File: src/rtl/fetch_queue_if.sv
// Handshake bundle between the fetch stage, instruction memory and decode
// for the fetch queue. The queue itself uses the slave modport.
interface fetch_queue_if #(
  parameter int AW = 32,
  parameter int DW = 32
);
  logic          pc_valid;
  logic [AW-1:0] pc;
  logic          pc_ready;
  logic          mem_req_valid;
  logic [AW-1:0] mem_req_addr;
  logic          mem_req_ready;
  logic          mem_rsp_valid;
  logic [DW-1:0] mem_rsp_data;
  logic          flush;
  logic          out_valid;
  logic [AW-1:0] out_pc;
  logic [DW-1:0] out_instr;
  logic          out_ready;

  modport master (
    output pc_valid, pc, mem_req_ready, mem_rsp_valid, mem_rsp_data, flush, out_ready,
    input  pc_ready, mem_req_valid, mem_req_addr, out_valid, out_pc, out_instr
  );

  modport slave (
    input  pc_valid, pc, mem_req_ready, mem_rsp_valid, mem_rsp_data, flush, out_ready,
    output pc_ready, mem_req_valid, mem_req_addr, out_valid, out_pc, out_instr
  );
endinterface

File: src/rtl/fetch_queue.sv
// Instruction fetch queue: allocates a slot per issued PC, fills slots from
// in-order memory responses and presents filled entries to decode in order.
// A flush empties the queue and counts the still-outstanding responses so
// they can be discarded when they return.
module fetch_queue #(
  parameter int DEPTH = 4,
  parameter int AW    = 32,
  parameter int DW    = 32
) (
  input  logic          clk,
  input  logic          rst_n,
  fetch_queue_if.slave  fq,
  output logic          err
);
  localparam int PW = $clog2(DEPTH);
  localparam int CW = PW + 1;

  logic [AW-1:0]    slot_pc    [DEPTH];
  logic [DW-1:0]    slot_instr [DEPTH];
  logic [DEPTH-1:0] slot_filled;

  logic [PW-1:0] alloc_ptr, fill_ptr, head_ptr;
  logic [CW-1:0] count;     // allocated slots
  logic [CW-1:0] pend_cnt;  // allocated slots still waiting for data
  logic [CW-1:0] drop_cnt;  // responses still owed to flushed requests

  logic not_full, out_vld, accept, pop;
  logic rsp, rsp_ok, rsp_drop, rsp_fill, rsp_spur;

  // Handshake decode; stall terms use registered occupancy only.
  assign not_full          = (count < CW'(DEPTH));
  assign fq.pc_ready       = rst_n && !fq.flush && not_full && fq.mem_req_ready;
  assign fq.mem_req_valid  = rst_n && fq.pc_valid && !fq.flush && not_full;
  assign fq.mem_req_addr   = fq.pc;
  assign out_vld           = rst_n && slot_filled[head_ptr] && (count != '0);
  assign fq.out_valid      = out_vld;
  assign fq.out_pc         = slot_pc[head_ptr];
  assign fq.out_instr      = slot_instr[head_ptr];

  assign accept   = fq.pc_valid && fq.pc_ready;
  assign pop      = out_vld && fq.out_ready && !fq.flush;

  // A response is owed either to a flushed request or to an unfilled slot;
  // anything else is spurious.
  assign rsp      = rst_n && fq.mem_rsp_valid;
  assign rsp_ok   = rsp && ((drop_cnt != '0) || (pend_cnt != '0));
  assign rsp_drop = rsp && (drop_cnt != '0);
  assign rsp_fill = rsp && (drop_cnt == '0) && (pend_cnt != '0) && !fq.flush;
  assign rsp_spur = rsp && !rsp_ok;

  // Control state: pointers, occupancy counters, filled bits, error flag.
  always_ff @(posedge clk) begin
    if (!rst_n) begin
      alloc_ptr   <= '0;
      fill_ptr    <= '0;
      head_ptr    <= '0;
      count       <= '0;
      pend_cnt    <= '0;
      drop_cnt    <= '0;
      slot_filled <= '0;
      err         <= 1'b0;
    end else if (fq.flush) begin
      alloc_ptr   <= '0;
      fill_ptr    <= '0;
      head_ptr    <= '0;
      count       <= '0;
      pend_cnt    <= '0;
      slot_filled <= '0;
      drop_cnt    <= pend_cnt + drop_cnt - CW'(rsp_ok);
      if (rsp_spur) err <= 1'b1;
    end else begin
      alloc_ptr <= alloc_ptr + PW'(accept);
      fill_ptr  <= fill_ptr + PW'(rsp_fill);
      head_ptr  <= head_ptr + PW'(pop);
      count     <= count + CW'(accept) - CW'(pop);
      pend_cnt  <= pend_cnt + CW'(accept) - CW'(rsp_fill);
      drop_cnt  <= drop_cnt - CW'(rsp_drop);
      if (accept)   slot_filled[alloc_ptr] <= 1'b0;
      if (rsp_fill) slot_filled[fill_ptr]  <= 1'b1;
      if (pop)      slot_filled[head_ptr]  <= 1'b0;
      if (rsp_spur) err <= 1'b1;
    end
  end

  // Slot payload: PC on allocation, instruction on fill; not reset.
  always_ff @(posedge clk) begin
    if (accept)   slot_pc[alloc_ptr]   <= fq.pc;
    if (rsp_fill) slot_instr[fill_ptr] <= fq.mem_rsp_data;
  end
endmodule

File: src/flat_wrapper.sv
// flat-port wrapper written by rule: the top's interface ports become plain ports
module fetch_queue_flat 
#(
  parameter int DEPTH = 4,
  parameter int AW    = 32,
  parameter int DW    = 32
)
  (clk, rst_n, err, fq_pc_valid, fq_pc, fq_mem_req_ready, fq_mem_rsp_valid, fq_mem_rsp_data, fq_flush, fq_out_ready, fq_pc_ready, fq_mem_req_valid, fq_mem_req_addr, fq_out_valid, fq_out_pc, fq_out_instr);
  fetch_queue_if #(.AW(AW), .DW(DW)) fq_i ();
  input  logic clk;
  input  logic rst_n;
  output logic err;
  input wire logic [$bits(fq_i.pc_valid)-1:0] fq_pc_valid;
  input wire logic [$bits(fq_i.pc)-1:0] fq_pc;
  input wire logic [$bits(fq_i.mem_req_ready)-1:0] fq_mem_req_ready;
  input wire logic [$bits(fq_i.mem_rsp_valid)-1:0] fq_mem_rsp_valid;
  input wire logic [$bits(fq_i.mem_rsp_data)-1:0] fq_mem_rsp_data;
  input wire logic [$bits(fq_i.flush)-1:0] fq_flush;
  input wire logic [$bits(fq_i.out_ready)-1:0] fq_out_ready;
  output wire logic [$bits(fq_i.pc_ready)-1:0] fq_pc_ready;
  output wire logic [$bits(fq_i.mem_req_valid)-1:0] fq_mem_req_valid;
  output wire logic [$bits(fq_i.mem_req_addr)-1:0] fq_mem_req_addr;
  output wire logic [$bits(fq_i.out_valid)-1:0] fq_out_valid;
  output wire logic [$bits(fq_i.out_pc)-1:0] fq_out_pc;
  output wire logic [$bits(fq_i.out_instr)-1:0] fq_out_instr;
  assign fq_i.pc_valid = fq_pc_valid;
  assign fq_i.pc = fq_pc;
  assign fq_i.mem_req_ready = fq_mem_req_ready;
  assign fq_i.mem_rsp_valid = fq_mem_rsp_valid;
  assign fq_i.mem_rsp_data = fq_mem_rsp_data;
  assign fq_i.flush = fq_flush;
  assign fq_i.out_ready = fq_out_ready;
  assign fq_pc_ready = fq_i.pc_ready;
  assign fq_mem_req_valid = fq_i.mem_req_valid;
  assign fq_mem_req_addr = fq_i.mem_req_addr;
  assign fq_out_valid = fq_i.out_valid;
  assign fq_out_pc = fq_i.out_pc;
  assign fq_out_instr = fq_i.out_instr;
  fetch_queue #(.DEPTH(DEPTH), .AW(AW), .DW(DW)) u_core (.clk(clk), .rst_n(rst_n), .fq(fq_i), .err(err));
endmodule
File: config.mk
export PLATFORM = sky130hd
export DESIGN_NAME = fetch_queue_flat
export DESIGN_NICKNAME = d
export VERILOG_FILES = /design/src/rtl/fetch_queue_if.sv /design/src/rtl/fetch_queue.sv /design/src/flat_wrapper.sv
export SDC_FILE = /design/constraint.sdc
export NUM_CORES = 1
export LEC_CHECK = 0
export ABC_CLOCK_PERIOD_IN_PS = 4100
export BUFFER_PORTS_ARGS = -buffer_cell sky130_fd_sc_hd__buf_2
export CORE_MARGIN = 8
export CORE_UTILIZATION = 30
export DETAILED_ROUTE_END_ITERATION = 6
export SETUP_SLACK_MARGIN = 0.15
export SYNTH_ARGS = -nofsm -noshare
export SYNTH_HDL_FRONTEND = slang
export SYNTH_SLANG_ARGS = --single-unit
export TNS_END_PERCENT = 1
File: constraint.sdc
create_clock -name clk -period 4.1 [get_ports clk]
set_input_delay 0.82 -clock clk [delete_from_list [all_inputs] [get_ports clk]]
set_output_delay 0.82 -clock clk [all_outputs]
set_load 0.02 [all_outputs]
==> results of run 1 <==
==> power groups by stage <==
| stage | logic [mW] | registers, mW | clock network (mW) |
|---|---|---|---|
| CTS | 0.213 | 3.10 | 2.50 |
| floorplan | 0.126 | 3.16 | 0 |
| finish | 0.208 | 3.10 | 2.41 |
| global route | 0.231 | 3.10 | 2.60 |
| detailed placement | 0.212 | 3.16 | 0 |
| global placement | 0.207 | 3.16 | 0 |
==> state kept, by name (all words and copies together) (netlist names) <==
name / cells
u_core.slot_instr: 128
u_core.err: 1
u_core.drop_cnt: 3
u_core.pend_cnt: 3
u_core.fill_ptr: 2
u_core.slot_filled: 4
u_core.alloc_ptr: 2
u_core.slot_pc: 128
u_core.head_ptr: 2
u_core.count: 3
==> metrics by stage <==
step | setup WS [ns] | cell area, µm²
final | 0.802 | 12900
after global routing | 0.645 | 12900
after CTS | 0.718 | 12900
after detailed placement | 1.13 | 12000
after global placement | 1.18 | 12000
after floorplan | -0.0481 | 10800
==> placed cells by master, fill, tap and decap left out, types with 4 or more instances in the layout <==
| master | instances |
|---|---|
| clkbuf_1 | 7 |
| nor3_1 | 4 |
| buf_2 | 170 |
| xnor2_1 | 6 |
| nor2_1 | 11 |
| nand2_1 | 10 |
| dfxtp_1 | 18 |
| inv_1 | 19 |
| nand4_1 | 5 |
| edfxtp_1 | 256 |
| nor2b_1 | 9 |
| buf_4 | 11 |
| and2_1 | 10 |
| clkbuf_16 | 29 |
| clkinv_2 | 5 |
| clkinv_1 | 4 |
| a221oi_2 | 4 |
| ha_1 | 10 |
| mux4_2 | 65 |
==> cell families after synthesis <==
kind of cell,count (synthesis),synth area share
compound gates,17,0.0130
mux,66,0.136
flops,276,0.749
xor+xnor,7,0.00568
buf+inv,72,0.0409
fa+ha+maj,13,0.0171
simple gates,69,0.0381
==> path summary, 6_finish.rpt <==
check        slack, ns                   from                  endpoint
max reg2reg       1.37     u_core.head_ptr[1]           u_core.count[2]
min               0.50    fq_mem_rsp_data[11]  u_core.slot_instr[1][11]
max               0.80     u_core.head_ptr[1]             fq_out_pc[29]
min reg2reg       0.50  u_core.slot_filled[2]     u_core.slot_filled[2]
==> layer usage <==
layer	GRT usage	wire [µm]
met5	0	0
met4	0.0260	497
met1	0.129	9480
met2	0.170	10500
met3	0.0257	1380
==> critical path, delay by kind of cell (launching register included) <==
family	cells	cell delay, ns
buffers and inverters	2	0.76
flip-flops	1	0.68
multiplexers	1	0.43
==> layout make-up <==
cell class	instances	area, µm²
multi-input combinational	172	2300
timing repair buffer	182	953
inverter	19	71.3
tap	461	577
fill	3305	22600
sequential	276	8100
clock inverter	17	128
clock buffer	36	752
==> results.tsv, run 1 <==
stage	metric	value	unit
clocking	clkLatencyLatePin	0.53	ns
pwr	power.leakage	4.35	nW
pwr	p_sw_frac	0.208	
clocking	clk_transition_reported_paths	0.06	ns
global_routing	grt_pass1_wl	33300	µm
layout	final_layout_size_suffix_gt1_frac	0.430	
logic_synthesis	synth_ff_type	edfxtp_1	
setup_path	max_stage_delay	0.68	ns
global_routing	grt_use_total	0.101	
timing	finalCritPeriodShare	0.804	
setup_path	reg2regPathDepth	11	
drt	drt_iter0_markers	290	
layout	fin_util	0.363	
clocking	cts_buffer_depth	3	
clocking	tritoncts	built	
timing	setup_viol	0	
setup_path	cp.arrival	2.48	ns
clocking	clkSinkCount	276	
logic_synthesis	synth_area	0.0108	mm²
logic_synthesis	netlist_instances	520	
setup_path	cp-end-kind	output port	
logic_synthesis	synth_area_leaders	edfxtp_1 71%, mux4_2 14%, dfxtp_1 3.7%	
setup_path	start_kind	register	
clocking	cts_hold_buf	0	
global_routing	grt_pass1_vias	5772	
pwr	internal-power	4.53	mW
logic_synthesis	syn_area_per_cell	20.8	µm²
placed_design	place_inst	1110	
layout	diodes	0	
pwr	power	5.72	mW
timing	worstMarginPinSlew	0.759	ns
pwr	vdd_drop_max	279	µV
pwr	p_comb_frac	0.036	
floorplanning	initial_core_util	0.304	
timing	grt_setup_unrepaired	false	
logic_synthesis	synth_top_area_cell	edfxtp_1	
timing	hold_viol	0	
floorplanning	coreArea	0.0355	mm²
setup_path	path_max_fanout	36	
layout	area_delta_synth_final	19.2	%
logic_synthesis	synth.most_common_cell	edfxtp_1	
setup_path	crit_slowest_cell	dfxtp_4	
timing	slew_headroom	0.493	
logic_synthesis	ys_types	39	
drt	drt-pass1-iter-count	4	
outcome	status	completed	
run	drv_cap	0	
timing	fmax	0.303	GHz
floorplanning	ios	171	
drt	drt-total-wl	21900	µm
logic_synthesis	synth_edf_count	256	
timing	finalMaxSlewViolations	0	
floorplanning	rows	69	
placed_design	io_buffer_count	170	
logic_synthesis	yosysTopAreaCellShare	0.712	
clocking	cts_resized	0	
pwr	power.density	445	mW/mm²
setup_path	crit_type	reg -> out	
drt	ant_nets	0	
pwr	switching_power	1.19	mW
drt	drc	0	
logic_synthesis	yosys_warnings	0	
floorplanning	die-area	0.0423	mm²
global_routing	grt-ovfl-total	0	
drt	wl_per_cell	18.8	µm
logic_synthesis	ys_ff_latch	276	
timing	finClkSkew	0.00856	ns
worst_hold_path	hp-class	in -> reg	
timing	worst_hold_slack	0.502	ns
logic_synthesis	yosysSeqAreaShare	0.749	
timing	finalCriticalPeriod	3.30	ns
layout	fin_nets	764	
clocking	htree_levels	1	
global_routing	grt_max_degree	37	
placed_design	gp_congestion	0.716	
placed_design	hpwl	14200	µm
pwr	p_seq_frac	0.542	
clocking	cts_inserted_buffers	29	
worst_hold_path	worstHoldPathCells	1	
logic_synthesis	async_flop_share	0	
floorplanning	dieHeight	206	µm
layout	final_cell_count_no_fill	1163	
drt	routed_via_density	4.50	
floorplanning	die_w	206	µm
global_routing	antenna_found_initial	0	
logic_synthesis	synthesis.nets	604	
clocking	post_cts_buffers	0	
setup_path	crit_chain	buf_4 > mux4_2 > buf_2	
pwr	pwr-share-clk	0.422	
setup_path	critical_path_required	3.28	ns
timing	tns	0	ns
drt	vias	5234	
logic_synthesis	synth_common_cells	256 x edfxtp_1, 65 x mux4_2, 32 x buf_4, 20 x dfxtp_1, 19 x inv_1	
clocking	cts_root_buffer	clkbuf_16	
Note: power is estimated with default switching activity, not from simulation.
==> run 2: changes to the inputs <==
ABC_CLOCK_PERIOD_IN_PS = 2600   (was 4100)
clock period = 2.6 ns   (was 4.1 ns; I/O delays follow)
==> run 2 against run 1 <==
Combinational power increased by 69%; largest power group unchanged; cell count grew 0.95%; clock skew rose by 0.013 ns; register-to-register slack lost 1.3 ns; utilization is 1.9 points higher; sequential power increased by 58%.
==> results.tsv, run 2 (same netlist as run 1, synthesis figures left out) <==
stage	metric	value	unit
outcome	status	completed	
placed_design	place_inst	1112	
pwr	power.density	682	mW/mm²
timing	finalCritPeriodShare	0.982	
clocking	cts_buffer_depth	3	
timing	grt_setup_unrepaired	true	
layout	fin_nets	775	
floorplanning	die-area	0.0423	mm²
placed_design	pre_cts_slack	0.114	ns
timing	tns	0	ns
placed_design	gp_congestion	0.721	
layout	layout_commonest_cell	edfxtp_1	
layout	layout_common_cells	256 x edfxtp_1, 121 x buf_2, 65 x mux4_2, 49 x buf_6, 33 x clkbuf_16	
worst_hold_path	worstHoldPathCells	1	
pwr	vdd_drop_max	417	µV
floorplanning	initial_core_util	0.304	
timing	setup_viol	0	
global_routing	grt_use_total	0.110	
timing	fmax	0.392	GHz
clocking	cts_root_buffer	clkbuf_16	
global_routing	grt_max_degree	70	
clocking	clkLatencyLatePin	0.56	ns
timing	worst_hold_slack	0.179	ns
layout	reg_top3	u_core.slot_instr x128, u_core.slot_pc x128, u_core.slot_filled x4	
global_routing	antenna_found_initial	0	
setup_path	crit_type	reg -> out	
drt	ant_nets	0	
timing	hold_viol	0	
setup_path	cp.arrival	2.03	ns
drt	drt_iter0_markers	221	
global_routing	grt_pass1_wl	35400	µm
layout	final_layout_size_suffix_gt1_frac	0.439	
layout	diodes	0	
run	drv_cap	0	
clocking	cts_hold_buf	0	
timing	finalMaxSlewViolations	0	
layout	area_delta_synth_final	25.6	%
global_routing	grt_pass1_vias	5760	
setup_path	reg2regPathDepth	11	
timing	worstMarginPinSlew	0.454	ns
floorplanning	dieHeight	206	µm
timing	slew_headroom	0.697	
clocking	htree_levels	1	
timing	timing.final.ws_setup	0.0460	ns
clocking	clkSinkCount	276	
drt	drt-total-wl	24000	µm
setup_path	start_kind	register	
timing	finClkSkew	0.0214	ns
layout	final_cell_count_no_fill	1174	
floorplanning	die_w	206	µm
clocking	cts_inserted_buffers	30	
drt	vias	5337	
setup_path	path_max_fanout	8	
setup_path	cp-end-kind	output port	
setup_path	critical_path_required	2.08	ns
placed_design	io_buffer_count	170	
worst_hold_path	hp-class	in -> reg	
floorplanning	coreArea	0.0355	mm²
drt	routed_via_density	4.55	
floorplanning	ios	171	
pwr	power.leakage	4.59	nW
drt	wl_per_cell	20.5	µm
clocking	clk_transition_reported_paths	0.06	ns
pwr	power	9.26	mW
drt	drc	0	
drt	drt-pass1-iter-count	5	
global_routing	grt-ovfl-total	0	
floorplanning	rows	69	
placed_design	hpwl	13100	µm
clocking	tritoncts	built	
timing	finalCriticalPeriod	2.55	ns
## run 2: cell count changes in the layout (fill, tap and decap cells not counted), sizes merged
cell	before	now
clkinvlp	3	1
clkinv	12	10
buf	182	190
bufinv	1	2
clkbuf	36	43
inv	20	19
## run 2: power breakdown
part | switching (mW) | internal (mW)
registers | 0.0222 | 4.87
clock network | 1.65 | 2.37
logic | 0.209 | 0.142
total | 1.88 | 7.38
## run 2: worst max-delay path, stage by stage, from the launching register on
cell	delay, ns
dfxtp_4	0.43
buf_12	0.16
clkbuf_16	0.20
mux4_2	0.51
buf_2	0.18
## run 2: layer usage
metal | wire, µm | vias to the layer above | global-route usage | part of all wire
met5 | 0 | - | 0 | 0
met4 | 446 | 0 | 0.0309 | 0.019
met3 | 1310 | 35 | 0.0231 | 0.054
met2 | 11800 | 147 | 0.185 | 0.49
met1 | 10500 | 2755 | 0.143 | 0.44
li1 | - | 2400 | - | -
## run 2: final timing paths
check                                 end  slack [ns]               start
setup / recovery            fq_out_pc[14]        0.05  u_core.head_ptr[0]
hold / removal    u_core.slot_instr[2][9]        0.18  fq_mem_rsp_data[9]
setup reg to reg          u_core.count[2]        0.09  u_core.head_ptr[0]
hold reg to reg                u_core.err        0.49          u_core.err
## run 2: cell type report
| cell class | instances | area, µm² |
|---|---|---|
| fill | 3224 | 21900 |
| sequential | 276 | 8100 |
| multi-input combinational | 172 | 2320 |
| timing repair buffer | 192 | 1580 |
| clock buffer | 41 | 813 |
| tap | 461 | 577 |
| clock inverter | 13 | 111 |
| inverter | 19 | 71.3 |
## run 2: metrics by stage
| step | util | area, µm² |
|---|---|---|
| 2_1_floorplan | - | 10800 |
| 3_3_place_gp | 0.342 | 12100 |
| 3_5_place_dp | 0.342 | 12100 |
| 4_1_cts | 0.376 | 13400 |
| 5_1_grt | 0.382 | 13600 |
| 6_report | 0.382 | 13600 |
## run 2: repair_timing
| item | 4_1_cts | 5_1_grt |
|---|---|---|
| cloned | 3 | 2 |
| buffers inserted | 0 | 3 |
| resized for setup | 69 | 37 |
| endpoints found under the setup margin | 65 | 67 |
| pin swaps | 1 | 4 |
